==> config.mk <==
export PLATFORM = sky130hd
export DESIGN_NAME = uart_tx_param
export DESIGN_NICKNAME = d
export VERILOG_FILES = /design/src/rtl/uart_tx_param.sv
export SDC_FILE = /design/constraint.sdc
export NUM_CORES = 1
export LEC_CHECK = 0
export ABC_CLOCK_PERIOD_IN_PS = 2700
export CAP_MARGIN = 20
export CORE_ASPECT_RATIO = 2
export CORE_MARGIN = 2
export CORE_UTILIZATION = 30
export DETAILED_ROUTE_END_ITERATION = 7
export PLACE_DENSITY = 0.58
export SETUP_SLACK_MARGIN = 0.05
export SYNTH_ARGS = -nofsm -noshare
export SYNTH_HDL_FRONTEND = slang
export SYNTH_SLANG_ARGS = --single-unit
export TNS_END_PERCENT = 100
==> constraint.sdc <==
create_clock -name i_clock -period 2.7 [get_ports i_clock]
set_input_delay 0.405 -clock i_clock [delete_from_list [all_inputs] [get_ports i_clock]]
set_output_delay 0.405 -clock i_clock [all_outputs]
set_load 0.01 [all_outputs]
==> src/rtl/uart_tx_param.sv <==
// uart_tx_param: LSB-first async UART serialiser; 1-cycle accept-to-start-bit latency; parity bit via UART_TX_PARITY_EN.
// Backpressure: o_ready is high only in IDLE, and i_valid is ignored (not queued) while a frame is on the line.
module uart_tx_param #(
  parameter int unsigned CLKS_PER_BIT = 16,
  parameter int unsigned DATA_BITS    = 8,
  parameter int unsigned STOP_BITS    = 1,
  parameter int unsigned PARITY_ODD   = 0
) (
  input  logic                 i_clock,
  input  logic                 i_reset,
  input  logic [DATA_BITS-1:0] i_data,
  input  logic                 i_valid,
  output logic                 o_ready,
  output logic                 o_signal,
  output logic                 o_busy
);

  localparam int unsigned CW = $clog2(CLKS_PER_BIT);
  localparam int unsigned BW = $clog2(DATA_BITS + 1);
  localparam logic [CW-1:0] BAUD_LAST = CW'(CLKS_PER_BIT - 1);
  localparam logic [BW-1:0] DATA_LAST = BW'(DATA_BITS - 1);
  localparam logic [BW-1:0] STOP_LAST = BW'(STOP_BITS - 1);

  if (CLKS_PER_BIT < 2 || CLKS_PER_BIT > 65535) begin : g_bad_clks_per_bit
    $error("CLKS_PER_BIT must be in 2..65535");
  end
  if (DATA_BITS < 5 || DATA_BITS > 9) begin : g_bad_data_bits
    $error("DATA_BITS must be in 5..9");
  end
  if (STOP_BITS < 1 || STOP_BITS > 2) begin : g_bad_stop_bits
    $error("STOP_BITS must be 1 or 2");
  end
  if (PARITY_ODD > 1) begin : g_bad_parity_odd
    $error("PARITY_ODD must be 0 or 1");
  end

  typedef enum logic [2:0] {
    S_IDLE,
    S_START,
    S_DATA,
`ifdef UART_TX_PARITY_EN
    S_PARITY,
`endif
    S_STOP
  } state_t;

  state_t               state;
  logic [CW-1:0]        baud_cnt;
  logic [BW-1:0]        bit_cnt;
  logic [DATA_BITS-1:0] shreg;
  logic                 baud_end;
`ifdef UART_TX_PARITY_EN
  logic                 par_bit;
`endif

  assign baud_end = (baud_cnt == BAUD_LAST);

  always_ff @(posedge i_clock) begin
    if (i_reset) begin
      state    <= S_IDLE;
      baud_cnt <= '0;
      bit_cnt  <= '0;
      shreg    <= '0;
      o_signal <= 1'b1;
      o_ready  <= 1'b1;
      o_busy   <= 1'b0;
`ifdef UART_TX_PARITY_EN
      par_bit  <= 1'b0;
`endif
    end else begin
      if (state != S_IDLE) begin
        baud_cnt <= baud_end ? '0 : baud_cnt + 1'b1;
      end
      case (state)
        S_IDLE: begin
          if (i_valid && o_ready) begin
            state    <= S_START;
            baud_cnt <= '0;
            shreg    <= i_data;
            o_signal <= 1'b0;
            o_ready  <= 1'b0;
            o_busy   <= 1'b1;
`ifdef UART_TX_PARITY_EN
            par_bit  <= (^i_data) ^ 1'(PARITY_ODD);
`endif
          end
        end
        S_START: begin
          if (baud_end) begin
            state    <= S_DATA;
            bit_cnt  <= '0;
            o_signal <= shreg[0];
          end
        end
        S_DATA: begin
          if (baud_end) begin
            if (bit_cnt == DATA_LAST) begin
              bit_cnt  <= '0;
`ifdef UART_TX_PARITY_EN
              state    <= S_PARITY;
              o_signal <= par_bit;
`else
              state    <= S_STOP;
              o_signal <= 1'b1;
`endif
            end else begin
              // Next bit is presented from bit 1 while the register shifts it down to bit 0.
              bit_cnt  <= bit_cnt + 1'b1;
              shreg    <= shreg >> 1;
              o_signal <= shreg[1];
            end
          end
        end
`ifdef UART_TX_PARITY_EN
        S_PARITY: begin
          if (baud_end) begin
            state    <= S_STOP;
            o_signal <= 1'b1;
          end
        end
`endif
        S_STOP: begin
          if (baud_end) begin
            if (bit_cnt == STOP_LAST) begin
              state   <= S_IDLE;
              bit_cnt <= '0;
              o_ready <= 1'b1;
              o_busy  <= 1'b0;
            end else begin
              bit_cnt <= bit_cnt + 1'b1;
            end
          end
        end
        default: state <= S_IDLE;
      endcase
    end
  end

endmodule

==> results.md <==
- Status: finished, final reports clean
- Starting density of the core: 0.309
- Synth cell types: 41
- Grt ovf: 0
- Seq cells post-synth: 21
- Wire per inst: 14.4 um
- Fin worst setup slack: 0.599 ns
- Syn_area_per_cell: 9.39 um2
- Multi-input gate area in the final layout: 716 um2
- Crit share post-route: 0.778
- Post-Place Worst Slack: 0.625 ns
- Crit path DAT: 2.28 ns
- IO buf count: 13
- Initial antenna violation count: 0
- 1st-iter DRT viols: 20
- DR vias: 1022
- CTS tree: done
- Worst-Margin Slew: 0.683 ns
- Fin cells: 195
- RSZ-0062 raised after global routing: false
- Asr flop ratio synth: 0
- Antenna cell count: 0
- Share of layout cells above drive strength 1: 0.105
- Data required, critical path: 2.88 ns
- Hold_buf cts: 0
- Logic pwr share: 0.475
- Clock latency on the worst-skew pair: 0.26 ns
- Fillcell total: 452
- Switching part of the total: 0.396
- Commonest non-fill, non-tap cell in the layout: dfxtp_1
- Total CTS buffers: 3
- Root Buffer: clkbuf_8
- Wirelength, routed: 2.81 mm
- Routed Antenna Nets: 0
- Top post-synthesis cells by area: dfxtp_1 34%, ha_1 8.0%, mux2i_1 5.6%
- Min-Delay Path Class: flip-flop to flip-flop
- Setup TNS Final: 0 ns
- Vias in the first global route: 1033
- Maximum VDD drop: 0.320 mV
- First-pass GRT wire length: 4.76 mm
- Total GRT Usage: 0.130
- Critical path class: flip-flop to flip-flop
- Synth area leader: dfxtp_1
- Post-synthesis cell count: 133
- CTS sink count: 21
- Drt first pass iters: 4
- Min cycle time layout: 2.10 ns
- # H-tree levels: 1
- Clock buffer depth: 2
- Detailed placement HPWL: 2.18 mm
- Post_cts resized: 0
- Main synth FF type: dfxtp_1
- Sequential Power Share: 0.365
- EDFF count, synth: 0
- Placed cell count: 191
- Sequential area share after synthesis: 0.337
- Synth Warn #: 0
- F_max: 0.476 GHz
- Startpoint Class: flip-flop
- Most frequent cells in the layout: 21 x dfxtp_1, 13 x clkdlybuf4s50_1, 9 x inv_1, 9 x nor2_1, 9 x a21oi_1
- Switching Power: 518 uW
- Final Max Slew Viols: 0
- Die height: 95.2 um
- Placement Rows: 33
- Register Area: 420 um2
- Vias per std cell: 5.24
- P per Cell Area: 920 nW/um2
- Fin nets: 163
- Synth Cell Area: 1250 um2
- Clk_skew: 0.00540 ns
- Die footprint: 4730 um2
- Remaining DRCs: 0
- Final hold violations: 0
- Ports: 14
- Placeable Area: 4050 um2
- Clk pwr share: 0.161
- Setup Fix Bufs, Post-CTS: 0
- Int Pwr: 788 uW
- Max-capacitance violation count: 0
- Clock-pin slew on the worst setup and hold paths: 0.08 ns
- Synth top area share: 0.337
- Slew Limit Headroom: 0.545
- Net count after synthesis: 152
- Area grow syn2layout: 13.6%
- Number of setup violations in the final report: 0
- Crit path max fanout: 15
- Largest net degree at the start of global routing: 20
- P_leak: 0.508 nW
- Placer Congestion: 0.783
- Die W: 49.6 um
- CP endpoint kind: flip-flop
- Post-Route Utilization: 0.351
-- cells by family (layout without fill, tap and decap cells) --
kind of cell               after synthesis  after routing  synth area share
AOI/OAI and AO/OA                       43             43             0.269
and+or+nand+nor                         36             36             0.161
DFF                                     21             21             0.337
buffers and inverters                   17             27            0.0902
adders and majority gates                8              8            0.0802
muxes                                    7              7            0.0561
xor gates and xnor gates                 1              1           0.00702
-- metal layers --
| layer | track usage | vias up | share of wire |
|---|---|---|---|
| met1 | 0.130 | 477 | 0.39 |
| met2 | 0.251 | 30 | 0.56 |
| met5 | 0 | - | 0 |
| met4 | 0.0671 | 0 | 0.021 |
| met3 | 0.0188 | 4 | 0.033 |
| li1 | - | 511 | - |
-- sequential cells by signal, indices dropped and copies added (netlist names) --
register  count
baud_cnt      4
bit_cnt       4
o_busy        1
o_ready       1
o_signal      1
shreg         8
state         2
-- critical path, cell delays in order, from the launching register on --
cell	delay (ns)
dfxtp_1	0.35
inv_1	0.09
ha_1	0.60
inv_1	0.15
a211oi_2	0.48
nand4_1	0.16
a31oi_1	0.19
-- power by group through the flow --
stage / sequential (mW) / combinational [mW] / clock (mW)
after CTS: 0.478 / 0.625 / 0.213
after global routing: 0.493 / 0.689 / 0.228
final: 0.476 / 0.620 / 0.210
after global placement: 0.482 / 0.604 / 0
after detailed placement: 0.484 / 0.624 / 0
after floorplan: 0.472 / 0.565 / 0
-- final timing paths --
kind,from,endpoint,slack [ns],depth (start not counted)
worst max register to register,state[0],bit_cnt[3],0.60,6
worst max-delay path,state[0],bit_cnt[3],0.60,6
worst min-delay path,o_busy,o_busy,0.47,2
worst min register to register,o_busy,o_busy,0.47,2
-- layout make-up --
type / count / area share
inverter: 9 / 0.0238
timing repair buffer: 14 / 0.0970
clock buffer: 3 / 0.0291
sequential: 21 / 0.296
clock inverter: 1 / 0.00353
tap: 52 / 0.0459
multi-input combinational: 95 / 0.504
-- through the flow --
step           hold slack, ns  power [mW]  instance area, um2
6_report                0.470        1.31                1420
5_1_grt                 0.512        1.41                1420
3_5_place_dp            0.463        1.11                1370
3_3_place_gp            0.443        1.09                1370
4_1_cts                 0.476        1.32                1420
2_1_floorplan           0.481        1.04                1250
-- cells in the mapped netlist, types with 2 or more instances --
| library cell | count |
|---|---|
| ha_1 | 8 |
| nor2b_1 | 2 |
| a21oi_1 | 9 |
| a21boi_0 | 2 |
| nand2b_1 | 2 |
| inv_1 | 9 |
| a31oi_1 | 2 |
| o21ai_0 | 3 |
| nor3b_1 | 2 |
| buf_6 | 4 |
| nand3_1 | 5 |
| and3_1 | 2 |
| nand2_1 | 4 |
| mux2i_1 | 7 |
| o211ai_1 | 2 |
| buf_2 | 2 |
| a311oi_1 | 7 |
| nand3b_1 | 2 |
| dfxtp_1 | 21 |
| a21bo_2 | 2 |
| nand4_1 | 3 |
| nor2_1 | 9 |
| a21oi_2 | 3 |
| a21o_1 | 2 |
| a22oi_1 | 3 |
No activity file was read; power rests on OpenSTA's default activity.
